--- config.mk ---
export PLATFORM = sky130hd
export DESIGN_NAME = ex_stage_flat
export DESIGN_NICKNAME = d
export VERILOG_FILES = /design/src/rtl/ex_stage_if.sv /design/src/rtl/ex_stage.sv /design/src/flat_wrapper.sv
export SDC_FILE = /design/constraint.sdc
export NUM_CORES = 1
export LEC_CHECK = 0
export BUFFER_PORTS_ARGS = -buffer_cell sky130_fd_sc_hd__buf_2
export CELL_PAD_IN_SITES_DETAIL_PLACEMENT = 1
export CELL_PAD_IN_SITES_GLOBAL_PLACEMENT = 2
export CORE_ASPECT_RATIO = 0.5
export CORE_MARGIN = 8
export CORE_UTILIZATION = 27
export DETAILED_ROUTE_END_ITERATION = 6
export GPL_TIMING_DRIVEN = 1
export MAX_ROUTING_LAYER = met4
export PLACE_DENSITY = 0.79
export REMOVE_ABC_BUFFERS = 1
export SLEW_MARGIN = 10
export SYNTH_ARGS = -nofsm -noshare
export SYNTH_HDL_FRONTEND = slang
export SYNTH_SLANG_ARGS = --single-unit
--- constraint.sdc ---
create_clock -name clk -period 1.85 [get_ports clk]
set_input_delay 0 -clock clk [delete_from_list [all_inputs] [get_ports clk]]
set_output_delay 0 -clock clk [all_outputs]
set_load 0.01 [all_outputs]
--- src/rtl/ex_stage_if.sv ---
// ex_stage_if: ID/EX inputs, EX/MEM latch outputs and redirect of the execute stage.
// Modports: master (upstream/driver side), slave (ex_stage side).
interface ex_stage_if #(
  parameter int DATA_W = 8,
  parameter int PC_W   = 8,
  parameter int RA_W   = 5
);
  logic [3:0]        alu_control;
  logic              id_valid;
  logic              ex_ready;
  logic [DATA_W-1:0] id_rs1_data;
  logic [DATA_W-1:0] id_rs2_data;
  logic [DATA_W-1:0] id_imm;
  logic              id_alu_src;
  logic [PC_W-1:0]   id_pc;
  logic [RA_W-1:0]   id_rs1;
  logic [RA_W-1:0]   id_rs2;
  logic [RA_W-1:0]   id_rd;
  logic              id_reg_write;
  logic              id_mem_read;
  logic              id_mem_write;
  logic              id_branch;
  logic              mem_stall;
  logic              flush;
  logic              exmem_valid;
  logic [DATA_W-1:0] exmem_result;
  logic [DATA_W-1:0] exmem_store_data;
  logic [RA_W-1:0]   exmem_rd;
  logic              exmem_reg_write;
  logic              exmem_mem_read;
  logic              exmem_mem_write;
  logic              exmem_zero;
  logic              redirect;
  logic [PC_W-1:0]   redirect_pc;

  modport master (
    output alu_control, id_valid,
    output id_rs1_data, id_rs2_data, id_imm,
    output id_alu_src, id_pc,
    output id_rs1, id_rs2, id_rd,
    output id_reg_write, id_mem_read,
    output id_mem_write, id_branch,
    output mem_stall, flush,
    input  ex_ready, exmem_valid,
    input  exmem_result, exmem_store_data,
    input  exmem_rd, exmem_reg_write,
    input  exmem_mem_read, exmem_mem_write,
    input  exmem_zero, redirect, redirect_pc
  );

  modport slave (
    input  alu_control, id_valid,
    input  id_rs1_data, id_rs2_data, id_imm,
    input  id_alu_src, id_pc,
    input  id_rs1, id_rs2, id_rd,
    input  id_reg_write, id_mem_read,
    input  id_mem_write, id_branch,
    input  mem_stall, flush,
    output ex_ready, exmem_valid,
    output exmem_result, exmem_store_data,
    output exmem_rd, exmem_reg_write,
    output exmem_mem_read, exmem_mem_write,
    output exmem_zero, redirect, redirect_pc
  );
endinterface

--- src/rtl/ex_stage.sv ---
// ex_stage: ALU, branch/jump resolution and EX/MEM latch with squash shadow.
// Ports: clk, rst_n (async low), io (ex_stage_if.slave). Option: EX_FORWARD_EN.
module ex_stage #(
  parameter int DATA_W = 8,
  parameter int PC_W   = 8,
  parameter int RA_W   = 5
) (
  input logic       clk,
  input logic       rst_n,
  ex_stage_if.slave io
);
  localparam logic [3:0] OP_AND  = 4'b0000;
  localparam logic [3:0] OP_OR   = 4'b0001;
  localparam logic [3:0] OP_ADD  = 4'b0010;
  localparam logic [3:0] OP_XOR  = 4'b0011;
  localparam logic [3:0] OP_NOT  = 4'b0100;
  localparam logic [3:0] OP_SUB  = 4'b0110;
  localparam logic [3:0] OP_JUMP = 4'b1000;

  typedef enum logic {RUN, SQUASH} state_t;

  typedef struct packed {
    logic              valid;
    logic [DATA_W-1:0] result;
    logic [DATA_W-1:0] store;
    logic [RA_W-1:0]   rd;
    logic              reg_write;
    logic              mem_read;
    logic              mem_write;
    logic              zero;
  } exmem_t;

  state_t            state_q, state_d;
  exmem_t            lat_q, lat_d;
  logic              redir_q, redir_d;
  logic [PC_W-1:0]   rpc_q, rpc_d;
  logic [DATA_W-1:0] a, rs2v, b;
  logic [DATA_W-1:0] diff, res;
  logic [PC_W-1:0]   pc_inc, tgt;
  logic              hold, accept, taken;

  assign io.ex_ready = !lat_q.valid | !io.mem_stall;
  assign hold        = lat_q.valid & io.mem_stall;
  assign accept      = io.id_valid & io.ex_ready;

`ifdef EX_FORWARD_EN
  logic fwd_ok, fwd_a, fwd_b;
  // Loads are excluded: their data is not known until MEM.
  assign fwd_ok = lat_q.valid & lat_q.reg_write
                & !lat_q.mem_read & (lat_q.rd != '0);
  assign fwd_a  = fwd_ok & (lat_q.rd == io.id_rs1);
  assign fwd_b  = fwd_ok & (lat_q.rd == io.id_rs2);
  assign a      = fwd_a ? lat_q.result : io.id_rs1_data;
  assign rs2v   = fwd_b ? lat_q.result : io.id_rs2_data;
`else
  logic unused_rs;
  assign unused_rs = ^{io.id_rs1, io.id_rs2};
  assign a         = io.id_rs1_data;
  assign rs2v      = io.id_rs2_data;
`endif

  assign b      = io.id_alu_src ? io.id_imm : rs2v;
  assign diff   = a - b;
  assign pc_inc = io.id_pc + PC_W'(1);
  assign tgt    = io.id_pc + PC_W'(signed'(io.id_imm));

  always_comb begin
    res = '0;
    unique case (io.alu_control)
      OP_AND:  res = a & b;
      OP_OR:   res = a | b;
      OP_ADD:  res = a + b;
      OP_XOR:  res = a ^ b;
      OP_NOT:  res = ~a;
      OP_SUB:  res = diff;
      OP_JUMP: res = DATA_W'(pc_inc);
      default: res = '0;
    endcase
  end

  assign taken = (io.id_branch & (io.alu_control == OP_SUB)
                 & (diff == '0))
               | (io.alu_control == OP_JUMP);

  always_comb begin
    state_d = state_q;
    lat_d   = lat_q;
    redir_d = 1'b0;
    rpc_d   = rpc_q;
    if (io.flush) begin
      lat_d.valid     = 1'b0;
      lat_d.reg_write = 1'b0;
      lat_d.mem_read  = 1'b0;
      lat_d.mem_write = 1'b0;
      lat_d.zero      = 1'b0;
      state_d         = RUN;
    end else if (hold) begin
      lat_d = lat_q;
    end else if (accept && state_q == RUN) begin
      lat_d.valid     = 1'b1;
      lat_d.result    = res;
      lat_d.store     = rs2v;
      lat_d.rd        = io.id_rd;
      lat_d.reg_write = io.id_reg_write;
      lat_d.mem_read  = io.id_mem_read;
      lat_d.mem_write = io.id_mem_write;
      lat_d.zero      = (res == '0);
      redir_d         = taken;
      if (taken) begin
        rpc_d   = tgt;
        state_d = SQUASH;
      end
    end else begin
      // Bubble, or the shadow slot behind a taken redirect.
      lat_d.valid     = 1'b0;
      lat_d.reg_write = 1'b0;
      lat_d.mem_read  = 1'b0;
      lat_d.mem_write = 1'b0;
      lat_d.zero      = 1'b0;
      if (accept) begin
        state_d = RUN;
      end
    end
  end

  always_ff @(posedge clk or negedge rst_n) begin
    if (!rst_n) begin
      state_q <= RUN;
      lat_q   <= '0;
      redir_q <= 1'b0;
      rpc_q   <= '0;
    end else begin
      state_q <= state_d;
      lat_q   <= lat_d;
      redir_q <= redir_d;
      rpc_q   <= rpc_d;
    end
  end

  assign io.exmem_valid      = lat_q.valid;
  assign io.exmem_result     = lat_q.result;
  assign io.exmem_store_data = lat_q.store;
  assign io.exmem_rd         = lat_q.rd;
  assign io.exmem_reg_write  = lat_q.reg_write;
  assign io.exmem_mem_read   = lat_q.mem_read;
  assign io.exmem_mem_write  = lat_q.mem_write;
  assign io.exmem_zero       = lat_q.zero;
  assign io.redirect         = redir_q;
  assign io.redirect_pc      = rpc_q;
endmodule

--- src/flat_wrapper.sv ---
// flat-port wrapper written by rule: the top's interface ports become plain ports
module ex_stage_flat 
#(
  parameter int DATA_W = 8,
  parameter int PC_W   = 8,
  parameter int RA_W   = 5
)
  (clk, rst_n, io_alu_control, io_id_valid, io_id_rs1_data, io_id_rs2_data, io_id_imm, io_id_alu_src, io_id_pc, io_id_rs1, io_id_rs2, io_id_rd, io_id_reg_write, io_id_mem_read, io_id_mem_write, io_id_branch, io_mem_stall, io_flush, io_ex_ready, io_exmem_valid, io_exmem_result, io_exmem_store_data, io_exmem_rd, io_exmem_reg_write, io_exmem_mem_read, io_exmem_mem_write, io_exmem_zero, io_redirect, io_redirect_pc);
  ex_stage_if #(.DATA_W(DATA_W), .PC_W(PC_W), .RA_W(RA_W)) io_i ();
  input logic clk;
  input logic rst_n;
  input wire logic [$bits(io_i.alu_control)-1:0] io_alu_control;
  input wire logic [$bits(io_i.id_valid)-1:0] io_id_valid;
  input wire logic [$bits(io_i.id_rs1_data)-1:0] io_id_rs1_data;
  input wire logic [$bits(io_i.id_rs2_data)-1:0] io_id_rs2_data;
  input wire logic [$bits(io_i.id_imm)-1:0] io_id_imm;
  input wire logic [$bits(io_i.id_alu_src)-1:0] io_id_alu_src;
  input wire logic [$bits(io_i.id_pc)-1:0] io_id_pc;
  input wire logic [$bits(io_i.id_rs1)-1:0] io_id_rs1;
  input wire logic [$bits(io_i.id_rs2)-1:0] io_id_rs2;
  input wire logic [$bits(io_i.id_rd)-1:0] io_id_rd;
  input wire logic [$bits(io_i.id_reg_write)-1:0] io_id_reg_write;
  input wire logic [$bits(io_i.id_mem_read)-1:0] io_id_mem_read;
  input wire logic [$bits(io_i.id_mem_write)-1:0] io_id_mem_write;
  input wire logic [$bits(io_i.id_branch)-1:0] io_id_branch;
  input wire logic [$bits(io_i.mem_stall)-1:0] io_mem_stall;
  input wire logic [$bits(io_i.flush)-1:0] io_flush;
  output wire logic [$bits(io_i.ex_ready)-1:0] io_ex_ready;
  output wire logic [$bits(io_i.exmem_valid)-1:0] io_exmem_valid;
  output wire logic [$bits(io_i.exmem_result)-1:0] io_exmem_result;
  output wire logic [$bits(io_i.exmem_store_data)-1:0] io_exmem_store_data;
  output wire logic [$bits(io_i.exmem_rd)-1:0] io_exmem_rd;
  output wire logic [$bits(io_i.exmem_reg_write)-1:0] io_exmem_reg_write;
  output wire logic [$bits(io_i.exmem_mem_read)-1:0] io_exmem_mem_read;
  output wire logic [$bits(io_i.exmem_mem_write)-1:0] io_exmem_mem_write;
  output wire logic [$bits(io_i.exmem_zero)-1:0] io_exmem_zero;
  output wire logic [$bits(io_i.redirect)-1:0] io_redirect;
  output wire logic [$bits(io_i.redirect_pc)-1:0] io_redirect_pc;
  assign io_i.alu_control = io_alu_control;
  assign io_i.id_valid = io_id_valid;
  assign io_i.id_rs1_data = io_id_rs1_data;
  assign io_i.id_rs2_data = io_id_rs2_data;
  assign io_i.id_imm = io_id_imm;
  assign io_i.id_alu_src = io_id_alu_src;
  assign io_i.id_pc = io_id_pc;
  assign io_i.id_rs1 = io_id_rs1;
  assign io_i.id_rs2 = io_id_rs2;
  assign io_i.id_rd = io_id_rd;
  assign io_i.id_reg_write = io_id_reg_write;
  assign io_i.id_mem_read = io_id_mem_read;
  assign io_i.id_mem_write = io_id_mem_write;
  assign io_i.id_branch = io_id_branch;
  assign io_i.mem_stall = io_mem_stall;
  assign io_i.flush = io_flush;
  assign io_ex_ready = io_i.ex_ready;
  assign io_exmem_valid = io_i.exmem_valid;
  assign io_exmem_result = io_i.exmem_result;
  assign io_exmem_store_data = io_i.exmem_store_data;
  assign io_exmem_rd = io_i.exmem_rd;
  assign io_exmem_reg_write = io_i.exmem_reg_write;
  assign io_exmem_mem_read = io_i.exmem_mem_read;
  assign io_exmem_mem_write = io_i.exmem_mem_write;
  assign io_exmem_zero = io_i.exmem_zero;
  assign io_redirect = io_i.redirect;
  assign io_redirect_pc = io_i.redirect_pc;
  ex_stage #(.DATA_W(DATA_W), .PC_W(PC_W), .RA_W(RA_W)) u_core (.clk(clk), .rst_n(rst_n), .io(io_i));
endmodule
==> impl_metrics.prom <==
# TYPE chip_impl_metric gauge
chip_impl_metric{name="routed_wire_length",unit="mm"} 14.9
chip_impl_metric{name="worst_slew_pin_slew",unit="ps"} 881
chip_impl_metric{name="design.portCount",unit=""} 97
chip_impl_metric{name="rows",unit=""} 28
chip_impl_metric{name="total_via_count_in_the_routed_design",unit=""} 3631
chip_impl_metric{name="period_needed",unit="ps"} 2270
chip_impl_metric{name="drt-pass1-iter-count",unit=""} 4
chip_impl_metric{name="power.ir.vdd_worst",unit="mV"} 0.366
chip_impl_info{name="dominantRegCellSynth",value="sky130_fd_sc_hd__dfrtp_1"} 1
chip_impl_metric{name="ff2ff_path_depth",unit=""} 9
chip_impl_info{name="violations",value="setup timing"} 1
chip_impl_info{name="critical_path.startpoint",value="io_id_alu_src"} 1
chip_impl_metric{name="clock-sinks",unit=""} 36
chip_impl_metric{name="syn-cell-area",unit="mm^2"} 0.00315
chip_impl_metric{name="post_synth_num_cell_types",unit=""} 58
chip_impl_metric{name="grt_start_max_net_pins",unit=""} 37
chip_impl_metric{name="placement.setup.worst_slack",unit="ps"} -857
chip_impl_info{name="timing.rr.start",value="u_core.state_q$_DFFE_PN0P_"} 1
chip_impl_info{name="clk_root_buffer_cell",value="sky130_fd_sc_hd__clkbuf_16"} 1
chip_impl_metric{name="power_leakage",unit="nW"} 2.68
chip_impl_metric{name="drc_errors",unit=""} 0
chip_impl_metric{name="routedWlPerCell",unit="um"} 19.8
chip_impl_metric{name="cellInternalPower",unit="W"} 0.00221
chip_impl_metric{name="grt_overflow",unit=""} 0
chip_impl_metric{name="mean_syn_cell_area",unit="um^2"} 8.43
chip_impl_metric{name="power_switching_share",unit="%"} 36.6
chip_impl_info{name="holdCritPathClass",value="input pin to register"} 1
chip_impl_metric{name="detailed_place_hpwl",unit="mm"} 11.6
chip_impl_metric{name="grt_pass1_vias",unit=""} 3852
chip_impl_info{name="regToRegEndpoint",value="u_core.io.redirect_pc[3]$_DFFE_PN0P_"} 1
chip_impl_metric{name="placeableCoreArea",unit="mm^2"} 0.0116
chip_impl_metric{name="design.die.area",unit="mm^2"} 0.0156
chip_impl_metric{name="netlist_instances",unit=""} 373
chip_impl_metric{name="clock-skew-final",unit="ps"} 5.13
chip_impl_metric{name="numPlacedInstances",unit=""} 708
chip_impl_metric{name="synth_seq_area_share",unit="%"} 28.6
chip_impl_info{name="layout_common_cells",value="112 x sky130_fd_sc_hd__buf_4, 85 x sky130_fd_sc_hd__buf_2, 60 x sky130_fd_sc_hd__nand2_1, 36 x sky130_fd_sc_hd__dfrtp_1, 28 x sky130_fd_sc_hd__inv_1"} 1
chip_impl_metric{name="timing.final.crit_share",unit="%"} 123
chip_impl_metric{name="synthToLayoutAreaGrowth",unit="%"} 70.2
chip_impl_metric{name="wire_length_of_the_first_global_routing_pass",unit="mm"} 22.2
chip_impl_metric{name="pwr-share-clk",unit="%"} 25.0
chip_impl_info{name="worst_setup_path_endpoint",value="u_core.io.redirect_pc[3]$_DFFE_PN0P_"} 1
chip_impl_metric{name="n_diodes",unit=""} 0
chip_impl_metric{name="maxClockFrequency",unit="GHz"} 0.441
chip_impl_metric{name="timing.critical_path.required",unit="ps"} 2020
chip_impl_metric{name="postSynthRegisterBits",unit=""} 36
chip_impl_metric{name="chipHeight",unit="um"} 92.3
chip_impl_metric{name="p_total",unit="W"} 0.00348
chip_impl_metric{name="num-nets-final",unit=""} 679
chip_impl_metric{name="post_route_cells_drive_above_1_share",unit="%"} 48.5
chip_impl_metric{name="critical_path_arrival",unit="ps"} 2440
chip_impl_metric{name="pwr_density_cell",unit="mW/mm^2"} 650
chip_impl_metric{name="fin_util",unit="%"} 46.2
chip_impl_metric{name="first_iter_violations",unit=""} 228
chip_impl_metric{name="reg2reg_slack",unit="ps"} -310
chip_impl_metric{name="insertion_delay",unit="ps"} 290
chip_impl_metric{name="numCtsBuffers",unit=""} 5
chip_impl_metric{name="layout.cells.non_filler",unit=""} 750
chip_impl_metric{name="power.switching",unit="W"} 0.00127
chip_impl_metric{name="synth.yosys.warnings",unit=""} 0
chip_impl_metric{name="clkSlewWorstSetupHoldPaths",unit="ps"} 60
chip_impl_metric{name="final_hold_viol_count",unit=""} 0
chip_impl_metric{name="gp_routability_congestion",unit=""} 0.909
chip_impl_metric{name="start_util",unit="%"} 27.1
chip_impl_info{name="end_kind",value="register"} 1
chip_impl_metric{name="share_comb_of_total_power",unit="%"} 46.4
chip_impl_metric{name="slew_headroom",unit="%"} 41.3
chip_impl_metric{name="clk_path_buf_depth",unit=""} 2
chip_impl_metric{name="slew_viol_final",unit=""} 0
chip_impl_metric{name="seq_power_share",unit="%"} 28.7
chip_impl_metric{name="fill_cells",unit=""} 1385
chip_impl_info{name="layout_commonest_cell",value="sky130_fd_sc_hd__buf_4"} 1
chip_impl_info{name="status",value="complete, but fails checks"} 1
chip_impl_metric{name="worstPathMaxFanout",unit=""} 8
chip_impl_info{name="tritoncts",value="done"} 1
chip_impl_metric{name="drt-vias-per-instance",unit=""} 4.84
chip_impl_metric{name="worst_slack",unit="ps"} -419
chip_impl_metric{name="grt_use_total",unit="%"} 18.9
chip_impl_info{name="rsz0062_at_grt",value="yes"} 1
chip_impl_metric{name="synth_edf_count",unit=""} 0
chip_impl_metric{name="portBuffers",unit=""} 86
chip_impl_metric{name="synth_async_sr_flop_share",unit="%"} 100
chip_impl_info{name="kind_of_launch_point_of_the_worst_setup_path",value="input pin"} 1
chip_impl_metric{name="die_w",unit="um"} 169
chip_impl_metric{name="finalSetupViolCount",unit=""} 17
chip_impl_metric{name="drtAntennaViolNets",unit=""} 0
chip_impl_metric{name="htree_levels",unit=""} 2
chip_impl_info{name="criticalPathCategory",value="input pin to register"} 1
chip_impl_metric{name="cap_viol_max_count",unit=""} 0
chip_impl_metric{name="antenna_found_initial",unit=""} 0
chip_impl_metric{name="timing.setup.tns",unit="ps"} -4520
[cells by family (layout without fill, tap and decap cells)]
logic type / count (synthesis) / in the layout / synth area share (%)
XOR/XNOR: 21 / 21 / 5.85
AO/OA/AOI/OAI: 78 / 78 / 17.9
buffers and inverters: 50 / 262 / 6.28
multiplexers: 19 / 19 / 6.36
AND/OR/NAND/NOR: 135 / 135 / 20.8
flip-flops: 36 / 36 / 28.6
adder cells (fa/ha/maj): 34 / 34 / 14.2
[stage by stage]
stage / instance area, um^2 / hold WS (ps)
finish: 5350 / 46.7
global route: 5350 / 60.7
CTS: 5000 / 17.5
detailed placement: 4480 / 165
global placement: 4480 / 159
floorplan: 3070 / -296
[how the worst min path moves through the flow]
stage                            startpoint                                        end  slack [ps]  depth (start not counted)
after floorplan                       rst_n       u_core.io.exmem_mem_read$_DFFE_PN0P_        -300                          0
after CTS                 io_id_rs2_data[0]  u_core.io.exmem_store_data[0]$_DFFE_PN0P_          20                          4
after global routing               io_flush          u_core.io.exmem_valid$_DFFE_PN0P_          60                          3
after detailed placement              rst_n      u_core.io.exmem_result[3]$_DFFE_PN0P_         160                          1
after global placement                rst_n      u_core.io.exmem_result[3]$_DFFE_PN0P_         160                          1
final                              io_flush          u_core.io.exmem_valid$_DFFE_PN0P_          50                          3
[state kept, by name, summed over array words and instances (netlist names), 5 cells and up]
| register | flops |
|---|---|
| u_core.io.exmem_store_data | 8 |
| u_core.io.redirect_pc | 8 |
| u_core.io.exmem_rd | 5 |
| u_core.io.exmem_result | 8 |
[cell type report]
cell class	count	area, um^2	share of cell area (%)
multi-input combinational	287	2430	45.5
timing repair buffer	221	1540	28.8
sequential	36	901	16.8
tap	165	206	3.86
clock buffer	5	125	2.34
inverter	33	124	2.31
clock inverter	3	18.8	0.351
[synth_stat cells (all sizes together), types with 2 or more instances]
library cell | n | area (um^2)
mux2i | 11 | 110
xnor2 | 10 | 87.6
a221oi | 2 | 35.0
a22o | 4 | 35.0
or4 | 3 | 22.5
a41oi | 2 | 17.5
nor3 | 6 | 30.0
nand3 | 9 | 45.0
or2 | 2 | 12.5
and2 | 2 | 12.5
o31ai | 4 | 30.0
inv | 33 | 124
o221ai | 4 | 35.0
xor2 | 11 | 96.3
o21ai | 16 | 80.1
or3 | 2 | 12.5
nor2 | 26 | 105
o211ai | 2 | 15.0
nor3b | 2 | 15.0
clkbuf | 10 | 37.5
nor4b | 2 | 32.5
o21bai | 3 | 22.5
buf | 7 | 36.3
o22ai | 4 | 25.0
a32oi | 2 | 17.5
a211oi | 7 | 52.6
ha | 31 | 388
o21a | 2 | 15.0
dfrtp | 36 | 901
a21oi | 13 | 68.8
and3 | 5 | 31.3
fa | 3 | 60.1
nand2b | 3 | 18.8
nor2b | 5 | 31.3
nand3b | 3 | 22.5
a221o | 2 | 20.0
a21o | 3 | 22.5
nand2 | 61 | 229
mux2 | 8 | 90.1
a21boi | 2 | 15.0
[worst max-delay path, cell delays in order]
cell	delay, ps
sky130_fd_sc_hd__buf_12	110
sky130_fd_sc_hd__mux2i_4	180
sky130_fd_sc_hd__inv_2	80
sky130_fd_sc_hd__ha_4	140
sky130_fd_sc_hd__inv_2	40
sky130_fd_sc_hd__fa_2	370
sky130_fd_sc_hd__nand2b_1	110
sky130_fd_sc_hd__a21oi_2	70
sky130_fd_sc_hd__buf_4	150
sky130_fd_sc_hd__a21oi_4	200
sky130_fd_sc_hd__o311ai_4	140
sky130_fd_sc_hd__nor4b_4	330
sky130_fd_sc_hd__nor2_4	70
sky130_fd_sc_hd__buf_12	140
sky130_fd_sc_hd__mux2_4	290
[layer usage]
metal	vias up	track usage, %	routed length [um]
met5	-	-	0
met4	0	1.92	50
met3	8	4.88	1080
met2	112	25.2	6120
met1	1792	28.4	7600
li1	1719	-	-
[power by group through the flow]
| stage | Combinational [W] | Clock (W) | Sequential [W] |
|---|---|---|---|
| finish | 0.00161 | 0.000868 | 0.000998 |
| global route | 0.00174 | 0.000922 | 0.00101 |
| CTS | 0.00144 | 0.000880 | 0.000998 |
| detailed placement | 0.00132 | 0 | 0.00101 |
| global placement | 0.00129 | 0 | 0.00100 |
| floorplan | 0.000540 | 0 | 0.00105 |
[repair_timing]
action | 4_1_cts | 5_1_grt
gates resized for setup | 39 | 51
setup endpoints to repair | 18 | 18
hold buffers | 15 | 0
pin swaps | 17 | 28
setup buffers | 11 | 12
endpoints found under the hold margin | 50 | 0
(Power assumes the default switching activity.)
